===== src/rtl/present_round.sv =====
// rtl/present_round.sv - one PRESENT-80 round plus round-key update.
// P_ROUND_REG_OUT_EN: registered outputs with sync reset; otherwise combinational.
module present_round (
  input  logic        sys_clk,
  input  logic        sys_rst,
  input  logic [0:63] state,
  input  logic [0:79] keys,
  input  logic [4:0]  round_counter,
  output logic [0:63] res,
  output logic [0:79] r_keys
);

  function automatic logic [3:0] sbox(input logic [3:0] x);
    logic [3:0] y;
    case (x)
      4'h0: y = 4'hC;
      4'h1: y = 4'h5;
      4'h2: y = 4'h6;
      4'h3: y = 4'hB;
      4'h4: y = 4'h9;
      4'h5: y = 4'h0;
      4'h6: y = 4'hA;
      4'h7: y = 4'hD;
      4'h8: y = 4'h3;
      4'h9: y = 4'hE;
      4'hA: y = 4'hF;
      4'hB: y = 4'h8;
      4'hC: y = 4'h4;
      4'hD: y = 4'h7;
      4'hE: y = 4'h1;
      default: y = 4'h2;
    endcase
    return y;
  endfunction

  // Internal nets use PRESENT LSB numbering; port [0:N] maps positionally.
  logic [63:0] st_l;
  logic [79:0] key_l;
  logic [63:0] add_l;
  logic [63:0] sub_l;
  logic [63:0] perm_l;
  logic [79:0] rot_l;
  logic [79:0] key_next;

  assign st_l  = state;
  assign key_l = keys;
  assign add_l = st_l ^ key_l[79:16];
  assign rot_l = {key_l[18:0], key_l[79:19]};

  always_comb begin
    sub_l  = '0;
    perm_l = '0;
    for (int n = 0; n < 16; n++) begin
      sub_l[n*4 +: 4] = sbox(add_l[n*4 +: 4]);
    end
    for (int i = 0; i < 64; i++) begin
      perm_l[16*(i%4) + i/4] = sub_l[i];
    end
  end

  assign key_next = {sbox(rot_l[79:76]), rot_l[75:20],
                     rot_l[19:15] ^ round_counter, rot_l[14:0]};

`ifdef P_ROUND_REG_OUT_EN
  always_ff @(posedge sys_clk) begin
    if (sys_rst) begin
      res    <= '0;
      r_keys <= '0;
    end else begin
      res    <= perm_l;
      r_keys <= key_next;
    end
  end
`else
  logic unused_clk_rst;
  assign unused_clk_rst = sys_clk ^ sys_rst;
  assign res    = perm_l;
  assign r_keys = key_next;
`endif

endmodule


===== config.mk =====
export PLATFORM = sky130hd
export DESIGN_NAME = present_round
export DESIGN_NICKNAME = d
export VERILOG_FILES = /design/src/rtl/present_round.sv
export SDC_FILE = /design/constraint.sdc
export NUM_CORES = 1
export LEC_CHECK = 0
export BUFFER_PORTS_ARGS = -buffer_cell sky130_fd_sc_hd__buf_4
export CORE_AREA = 3 3 114 116
export DETAILED_ROUTE_END_ITERATION = 8
export DIE_AREA = 0 0 117 119
export GPL_TIMING_DRIVEN = 0
export PLACE_DENSITY = 0.66
export REMOVE_ABC_BUFFERS = 1
export SLEW_MARGIN = 25
export SYNTH_ARGS = -nofsm -noshare
export SYNTH_HDL_FRONTEND = slang
export SYNTH_SLANG_ARGS = --single-unit

===== constraint.sdc =====
create_clock -name vclk -period 1.35
set_input_delay 0 -clock vclk [all_inputs]
set_output_delay 0 -clock vclk [all_outputs]
set_load 0.03 [all_outputs]

Word level (Yosys, flattened, before mapping) --
Memory sizes are Yosys's and may differ from the RTL's. Index checks and enable logic that the tools add are counted.
Storage, ports and cells: bits in registers 0, bits in read-only memories 1088, input port bits 151, output and inout bits 144, logic and storage cells 19, memories kept 17
Cells by class: bitwise operators 2
Memory list:
- (no name shown) | words 16, width 4, rd ports 1, clocked after memory_dff 0, write ports 0, line 15 | case (x)
- (no name shown) | words 16, width 4, rd ports 1, clocked after memory_dff 0, write ports 0, line 15
- (no name shown) | words 16, width 4, rd ports 1, clocked after memory_dff 0, write ports 0, line 15
- (no name shown) | words 16, width 4, rd ports 1, clocked after memory_dff 0, write ports 0, line 15
- (no name shown) | words 16, width 4, rd ports 1, clocked after memory_dff 0, write ports 0, line 15
- (no name shown) | words 16, width 4, rd ports 1, clocked after memory_dff 0, write ports 0, line 15
- 11 more memories
Operators with widths (number):
- 64-bit bitwise XOR | 1
- 5-bit bitwise XOR | 1

Longest topological paths before layout --
Gate-level depths: netlist of the first run. An unclocked memory read counts as a cell.
depth in word-level cells 2, depth in mapped cells 6, gate-level depth less buffers 6

Worst setup path after synthesis of the first run --
No wires, ideal clock.
path kind input to output, from in keys[26] (netlist name), to out res[6] (netlist name), arrival time 1552 ps, required time 1350 ps, setup slack -202 ps, stages on the path 5, path through xnor2_1 > inv_1 > ha_1 > and3_1 > a311oi_1
Between the ends: cells in the longest elaborated chain, start to end 2
Ends and longest elaborated chain:
- start, declared | line 7 | input logic [0:79] keys,
- 64-bit bitwise XOR | line 47 | assign add_l = st_l ^ key_l[79:16];
- memory 16 x 4 bit
- end, declared | line 9 | output logic [0:63] res,
No other way between the ends.

Worst setup path in the final report of the first run --
from in keys[10] (netlist name), to out res[18] (netlist name)
Same word-level chain as after synthesis.

==> results of run 1 <==
[path summary, 6_finish.rpt]
kind,cells past startpoint,endpoint,startpoint
max,7,res[18],keys[10]
min,0,r_keys[11],keys[72]
[placed cells by master (no fill, tap or decap), drive strengths merged]
cell      n
nand3    14
o22ai     1
nor2      1
nor3b     1
a221oi    1
and3      1
inv      64
o21a      2
nand2     4
o211ai   13
nor3      2
xor2     39
o221a    14
ha       53
mux2i    44
or3       1
buf     281
mux2      3
mux4     19
xnor2    49
o21bai    1
a311oi    1
o21ai    18
[cell usage after synthesis (all sizes together)]
| cell | number |
|---|---|
| o21a | 2 |
| and3 | 1 |
| nor3 | 2 |
| o221a | 14 |
| o21ai | 18 |
| nor2 | 1 |
| mux2 | 3 |
| mux2i | 44 |
| o21bai | 1 |
| mux4 | 19 |
| buf | 73 |
| nand2 | 4 |
| a221oi | 1 |
| o22ai | 1 |
| ha | 53 |
| or3 | 1 |
| xor2 | 39 |
| nand3 | 14 |
| xnor2 | 49 |
| o211ai | 13 |
| nor3b | 1 |
| inv | 64 |
| a311oi | 1 |
[cell type report]
type	instances	area, um^2
inverter	64	240
tap	147	184
multi-input combinational	282	3810
timing repair buffer	281	2180
fill	1069	5590
[worst max-delay path, stage by stage]
cell and delay (ns):
buf_6 0.11, xnor2_4 0.26, buf_6 0.13, inv_1 0.04, ha_1 0.16, mux4_2 0.47
buf_6 0.16
[layer usage]
layer	global-route usage, %	share of wire, %	vias up
met2	27.8	54	178
li1	-	-	1777
met5	0	0	-
met3	3.15	9.2	0
met1	15.4	37	1691
met4	0.287	0	0
[cell families after synthesis]
logic type,count (synthesis)
buffers and inverters,137
XOR/XNOR,88
multiplexers,66
adder cells (fa/ha/maj),53
AO/OA/AOI/OAI,51
AND/OR/NAND/NOR,24
[metrics by stage]
| step | TNS (ns) | setup slack, ns | std cells | util [%] |
|---|---|---|---|---|
| 2_1_floorplan | -0.242 | -0.202 | 346 | - |
| 3_3_place_gp | -2.44 | -0.223 | 756 | 45.2 |
| 3_5_place_dp | -3.70 | -0.258 | 756 | 45.2 |
| 4_1_cts | -0.00874 | -0.00575 | 763 | 51.1 |
| 5_1_grt | -0.0378 | -0.0277 | 774 | 53.4 |
| 6_report | 0 | 0.0194 | 774 | 53.4 |
[power by group]
part	internal, W	switching (W)
sequential	0	0
combinational	0.00217	0.00267
clock	0	0
total	0.00217	0.00267
[repair_timing]
item | 4_1_cts | 5_1_grt
endpoints found under the setup margin | 26 | 20
gates resized for setup | 88 | 31
hold buffers | 0 | 0
pin swaps | 12 | 17
cloned | 0 | 0
setup buffers | 7 | 11
==> reports/results.ini, run 1 <==
[sta]
fmaxAchievable_mhz=752
hold-worst-slack_ns=0.000292
worst_pin_slew_ns=0.663
finalCritPeriodShare_pct=98.6
hold_violations=0
period_needed_ns=1.33
setup-violations-final=0
relSlewSlack_pct=55.5
drv_slew=0
rsz0062_at_grt=yes

[finish]
diodes=0
area_growth_pct=68.4
nets=833
seq_cell_count=0
seq_area_um2=0
fin_area_um2=6420
n_clock_buffer=0
drive_above_1_share_pct=62.7

[detailed_routing]
wl_um=11100
drtPass1Iterations=5
ant_nets=0
avgRoutedWirePerCell_um=14.4
drt_iter0_drc=123
via_count=3646
routed_via_density=4.71
route.detailed.drc=0

[synthesis]
synthXorXnorAreaFrac_pct=24.4
synth_top_family_by_area=XOR/XNOR gates
yosys.area.top_type=ha_1
synthMuxAreaShare_pct=24.3
synth_adder_area_share_pct=17.4
ys_types=30
synth_area_um2=3810
yosys.area_share.simple_pct=3.12
yosysSeqAreaShare_pct=0
synth_compound_area_share_pct=10.3
netlist_top_cells_area=ha_1, buf_4, mux2i_1
syn-instance-count=419
avgSynthCellArea_um2=9.10
yosys_warnings=0
synth_top_area_share_pct=17.4

[floorplan]
die_area_um2=13900
initial_core_util_pct=31.7
pin_count=295
fp-row-count=40
die_h_um=119
core_area_um2=12000
chipWidth_um=117

[place]
post_dp_cell_area_um2=5430
gp_congestion=0.799
dp_hpwl_um=9220
portBuffers=263

[global_routing]
antenna_found_initial=0
track_usage_pct=13.9
overflow=0
grt_pass1_wl_um=16700
grt_max_degree=9
grt_pass1_vias=3703

[power]
p_leak_nw=3.06
p_total_w=0.00484
power_density_nw_per_um2=753
peakVddDrop_uv=417

[worst_setup_path]
crit_type=in2out
endpoint_kind=output pin
crit_required_ns=1.35
arrival_ns=1.33
critPathLaunchType=input pin
critPathMaxFanout=5

[flow_run]
maxCapViolations=0

[min_path]
hp-class=in2out

[run_status]
status=completed

Power figures use the tool's default switching activity.
==> run 2, diff against run 1 <==
==> constraint.sdc (replaced) <==
create_clock -name vclk -period 1.35
set_input_delay 0.2025 -clock vclk [all_inputs]
set_output_delay 0.2025 -clock vclk [all_outputs]
set_load 0.03 [all_outputs]
==> reports/results.ini, run 2 (synthesis results as in run 1) <==
[worst_setup_path]
critPathLaunchType=input pin  ; unchanged
crit_type=in2out  ; unchanged
crit_path_top_delay_cell=mux4_2  ; unchanged
endpoint_kind=output pin  ; unchanged
cp_cell_sequence=buf_8, xnor2_4, buf_6, inv_2, ha_2, mux4_2, buf_6  ; was buf_6, xnor2_4, buf_6, inv_1, ha_1, mux4_2, buf_6
worstSetupStartpoint=state[18]  ; was keys[10]
crit_top_cell=buf_6  ; unchanged
critPathMaxFanout=2  ; was 5
cp_top_family=multiplexers  ; unchanged
crit_required_ns=1.15  ; was 1.35 ns
arrival_ns=1.55  ; was 1.33 ns
cpPeakStageDelay_ns=0.51  ; was 0.47 ns
path_buf_inv=4  ; unchanged

[flow_run]
maxCapViolations=0  ; unchanged

[finish]
fin_area_um2=8770  ; was 6420 um^2
area_growth_pct=130  ; was 68.4%
final_cell_mix=buf_4, buf_6, buf_8  ; was buf_4, inv_1, mux2i_1
final_common_cell=buf_4  ; unchanged
seq_area_um2=0  ; unchanged
seq_cell_count=0  ; unchanged
nFillCells=718  ; was 1069
diodes=0  ; unchanged
drive_above_1_share_pct=78.7  ; was 62.7%
nets=905  ; was 833
n_clock_buffer=0  ; unchanged
fin_cells=846  ; was 774
multiInputGateArea_um2=4800  ; was 3810 um^2

[floorplan]
pin_count=295  ; unchanged
initial_core_util_pct=31.7  ; unchanged
chipWidth_um=117  ; unchanged
core_area_um2=12000  ; unchanged
die_h_um=119  ; unchanged
fp-row-count=40  ; unchanged
die_area_um2=13900  ; unchanged

[power]
p_leak_nw=3.90  ; was 3.06 nW
power_density_nw_per_um2=737  ; was 753 nW/um^2
peakVddDrop_uv=426  ; was 417 uV

[min_path]
hp-class=in2out  ; unchanged
min_from=keys[72]  ; unchanged

[sta]
fmaxAchievable_mhz=570  ; was 752 MHz
rsz0062_at_grt=yes  ; unchanged
hold_violations=0  ; unchanged
finalCritPeriodShare_pct=130  ; was 98.6%
drv_slew=0  ; unchanged
setup-violations-final=66  ; was 0
period_needed_ns=1.75  ; was 1.33 ns
hold-worst-slack_ns=0.405  ; was 0.000292 ns
worst_pin_slew_ns=0.494  ; was 0.663 ns
layout_setup_ws_ns=-0.405  ; was 0.0194 ns
relSlewSlack_pct=66.9  ; was 55.5%

[global_routing]
grt_pass1_vias=4595  ; was 3703
grt_pass1_wl_um=22300  ; was 16700 um
grt_max_degree=9  ; unchanged
antenna_found_initial=0  ; unchanged
overflow=0  ; unchanged
track_usage_pct=19.2  ; was 13.9%

[detailed_routing]
drtPass1Iterations=4  ; was 5
avgRoutedWirePerCell_um=19.8  ; was 14.4 um
via_count=4270  ; was 3646
met3WireLength_um=1320  ; was 1030 um
route.detailed.drc=0  ; unchanged
routed_via_density=5.05  ; was 4.71
drt_iter0_drc=168  ; was 123
maxUsedRoutingLayer=met4  ; was met3
m1WireLength_um=5530  ; was 4070 um
met2WireLength_um=9460  ; was 6030 um
wl_um=16700  ; was 11100 um
ant_nets=0  ; unchanged

[place]
post_dp_cell_area_um2=5430  ; unchanged
dp.cells=756  ; unchanged
dp_hpwl_um=9220  ; unchanged
gp_congestion=0.799  ; unchanged
portBuffers=263  ; unchanged

[run_status]
status=finished with violations  ; was completed
violations=negative setup slack

-- run 2: cell types whose count changed in the layout (fill, tap and decap cells not counted), moves of 17 or more --
cell,previous run,this run
inv_1,55,33
buf_6,18,107
inv_2,9,26
ha_1,38,13
o21ai_0,18,1
ha_4,14,38
buf_8,1,52
xnor2_1,27,1
buf_4,262,188
-- run 2: report_power, final --
group	internal, W	switching [W]
logic	0.00318	0.00328
registers	0	0
clock network	0	0
-- run 2: layout make-up --
cell class	instances	area share, %
inverter	64	3.00
multi-input combinational	282	54.8
tap	147	2.10
timing repair buffer	353	40.1
-- run 2: timing repair --
item                                    4_1_cts  5_1_grt
pin swaps                                    77       73
hold buffers                                  0        0
buffers inserted                             61       39
gates resized for setup                     378      109
endpoints found under the setup margin       67       67
-- run 2: path summary, 6_finish.rpt --
| kind | end | slack (ns) | cells past startpoint |
|---|---|---|---|
| hold / removal | r_keys[11] | 0.41 | 0 |
| setup / recovery | res[20] | -0.40 | 7 |
-- run 2: through the flow --
step           total power, W  TNS (ns)  setup slack [ns]  utilization, %
6_report              0.00646    -13.57            -0.405            73.0
5_1_grt               0.00679    -16.33            -0.412            73.0
4_1_cts               0.00568    -11.11            -0.357            66.2
3_5_place_dp          0.00427    -25.85            -0.663            45.2
3_3_place_gp          0.00416    -22.72            -0.628            45.2
2_1_floorplan         0.00248    -14.04            -0.607               -
-- run 2: routing by layer --
| metal | vias to the layer above | global-route usage, % |
|---|---|---|
| li1 | 1938 | - |
| met1 | 2066 | 19.1 |
| met2 | 232 | 39.7 |
| met3 | 34 | 4.73 |
| met4 | 0 | 1.94 |
| met5 | - | 0 |
==> run 3, diff against run 2 <==
--- a/config.mk
+++ b/config.mk
@@ -5,12 +5,14 @@
 export SDC_FILE = /design/constraint.sdc
 export NUM_CORES = 1
 export LEC_CHECK = 0
+export ABC_AREA = 1
 export BUFFER_PORTS_ARGS = -buffer_cell sky130_fd_sc_hd__buf_4
-export CORE_AREA = 3 3 114 116
+export CORE_ASPECT_RATIO = 1.75
+export CORE_MARGIN = 3
+export CORE_UTILIZATION = 40
 export DETAILED_ROUTE_END_ITERATION = 8
-export DIE_AREA = 0 0 117 119
 export GPL_TIMING_DRIVEN = 0
-export PLACE_DENSITY = 0.66
+export PLACE_DENSITY = 0.75
 export REMOVE_ABC_BUFFERS = 1
 export SLEW_MARGIN = 25
 export SYNTH_ARGS = -nofsm -noshare
==> reports/results.ini, run 3 <==
[synthesis]
synth_area_um2=4850  ; was 3810 um^2
syn-instance-count=987  ; was 419
ys_types=22  ; was 30
yosysSeqAreaShare_pct=0  ; unchanged
synth_top_area_share_pct=40.7  ; was 17.4%
avgSynthCellArea_um2=4.91  ; was 9.10 um^2
synth_common_cells=nand2_1, inv_1, buf_4, nand3_1, ha_1  ; was buf_4, inv_1, ha_1, xnor2_1, mux2i_1
synth_most_common_cell=nand2_1  ; was buf_4
yosys.area.top_type=nand2_1  ; was ha_1
yosys_warnings=0  ; unchanged
netlist_top_cells_area=nand2_1, ha_1, inv_1  ; was ha_1, buf_4, mux2i_1

[detailed_routing]
route.detailed.drc=0  ; unchanged
drtPass1Iterations=7  ; was 4
wl_um=22400  ; was 16700 um
ant_nets=0  ; unchanged
routed_via_density=5.18  ; was 5.05
avgRoutedWirePerCell_um=16.0  ; was 19.8 um
drt_iter0_drc=211  ; was 168
via_count=7272  ; was 4270

[sta]
period_needed_ns=1.54  ; was 1.75 ns
hold_violations=0  ; unchanged
hold-worst-slack_ns=0.405  ; about the same
relSlewSlack_pct=69.0  ; was 66.9%
layout_setup_ws_ns=-0.190  ; was -0.405 ns
drv_slew=0  ; unchanged
finalCritPeriodShare_pct=114  ; was 130%
setup-violations-final=53  ; was 66
fmaxAchievable_mhz=649  ; was 570 MHz
worst_pin_slew_ns=0.462  ; was 0.494 ns
rsz0062_at_grt=yes  ; unchanged

[floorplan]
chipWidth_um=89.2  ; was 117 um
core_area_um2=11700  ; was 12000 um^2
die_h_um=152  ; was 119 um
fp-row-count=52  ; was 40
die_area_um2=13500  ; was 13900 um^2
initial_core_util_pct=41.4  ; was 31.7%
pin_count=295  ; unchanged

[global_routing]
grt_pass1_vias=6474  ; was 4595
track_usage_pct=24.1  ; was 19.2%
grt_pass1_wl_um=27400  ; was 22300 um
grt_max_degree=11  ; was 9
overflow=0  ; unchanged
antenna_found_initial=0  ; unchanged

[finish]
seq_cell_count=0  ; unchanged
n_clock_buffer=0  ; unchanged
drive_above_1_share_pct=59.2  ; was 78.7%
nets=1474  ; was 905
diodes=0  ; unchanged
final_common_cell=nand2_1  ; was buf_4
seq_area_um2=0  ; unchanged
final_cell_mix=nand2_1, buf_4, nand2_2  ; was buf_4, buf_6, buf_8
fin_area_um2=9490  ; was 8770 um^2
fin_cells=1403  ; was 846
area_growth_pct=95.9  ; was 130%

[power]
p_leak_nw=5.35  ; was 3.90 nW
switching_share_pct=57.2  ; was 50.7%
p_total_w=0.00551  ; was 0.00646 W
p_int_w=0.00236  ; was 0.00318 W
p_sw_w=0.00315  ; was 0.00328 W
combPwrFrac_pct=100.0  ; about the same
clkPwrFrac_pct=0  ; about the same
power_density_nw_per_um2=581  ; was 737 nW/um^2
peakVddDrop_uv=384  ; was 426 uV
p_seq_share_pct=0  ; about the same

[cts]
cts_hold_buf=0  ; unchanged

[worst_setup_path]
crit_type=in2out  ; unchanged
worstSetupStartpoint=state[23]  ; was state[18]
arrival_ns=1.34  ; was 1.55 ns
crit_required_ns=1.15  ; about the same
critPathMaxFanout=4  ; was 2
endpoint_kind=output pin  ; unchanged
critPathLaunchType=input pin  ; unchanged

[run_status]
status=finished with violations  ; unchanged
violations=negative setup slack  ; unchanged

[flow_run]
maxCapViolations=0  ; unchanged

[place]
dp_hpwl_um=11700  ; was 9220 um
post_dp_cell_area_um2=6440  ; was 5430 um^2
dp.cells=1313  ; was 756
portBuffers=263  ; unchanged
post-place-ws_ns=-0.294  ; was -0.663 ns
gp_congestion=0.876  ; was 0.799

[min_path]
min_from=keys[66]  ; was keys[72]
hp-class=in2out  ; unchanged

==> run 3: cell count changes after synthesis, sizes merged, moves of 3 or more <==
cell    delta
nand2    +532
inv      +111
nand3     +56
nor2      +47
mux2i     -44
xor2      -34
xnor2     -33
mux4      -19
o221a     -14
o211ai    -12
o21ai     -12
mux2       -3
==> run 3: path summary, 6_finish.rpt <==
check,cells past startpoint,end
hold / removal,0,r_keys[5]
setup / recovery,11,res[21]
==> run 3: what timing repair did <==
| item | CTS | global route |
|---|---|---|
| pin swaps | 199 | 189 |
| endpoints found under the setup margin | 67 | 67 |
| resized for setup | 419 | 259 |
| buffers inserted | 63 | 27 |
==> run 3: per-layer routing <==
| layer | track usage [%] | part of all wire, % | vias up |
|---|---|---|---|
| li1 | - | - | 3430 |
| met1 | 22.0 | 31 | 3374 |
| met2 | 50.2 | 55 | 373 |
| met3 | 6.11 | 9.1 | 95 |
| met4 | 4.92 | 4.8 | 0 |
| met5 | 0 | 0 | - |
==> run 3: layout make-up <==
class | instances | area [um^2]
inverters | 175 | 754
multi-input cells | 740 | 5210
fillers | 669 | 2220
repair buffers | 353 | 3360
well taps | 135 | 169
==> run 3: worst max-delay path: stages <==
cell and delay (ns):
buf_8 0.10, nand2_4 0.07, inv_4 0.04, nor2_4 0.20
buf_6 0.15, ha_4 0.11, nand2_1 0.05, nand2_1 0.08
nand2_1 0.08, nand2_1 0.10, buf_6 0.13
==> run 3: stage by stage <==
stage               utilization (%)  TNS (ns)
floorplan                         -  -0.00299
global placement               55.0     -9.96
detailed placement             55.0    -10.49
CTS                            72.0     -1.99
global route                   81.1     -6.94
finish                         81.1     -3.84
==> run 3: kinds of logic after synthesis <==
kind of cell	count (synthesis)	synth area share, %
AOI/OAI and AO/OA	11	1.32
xor gates and xnor gates	21	6.27
adders and majority gates	53	13.7
buffers and inverters	247	24.8
and+or+nand+nor	655	53.9
==> run 3: power by group through the flow <==
stage               combinational (W)  sequential, W  clock, W
CTS                           0.00471              0         0
finish                        0.00551              0         0
global route                  0.00588              0         0
floorplan                     0.00215              0         0
global placement              0.00371              0         0
detailed placement            0.00374              0         0
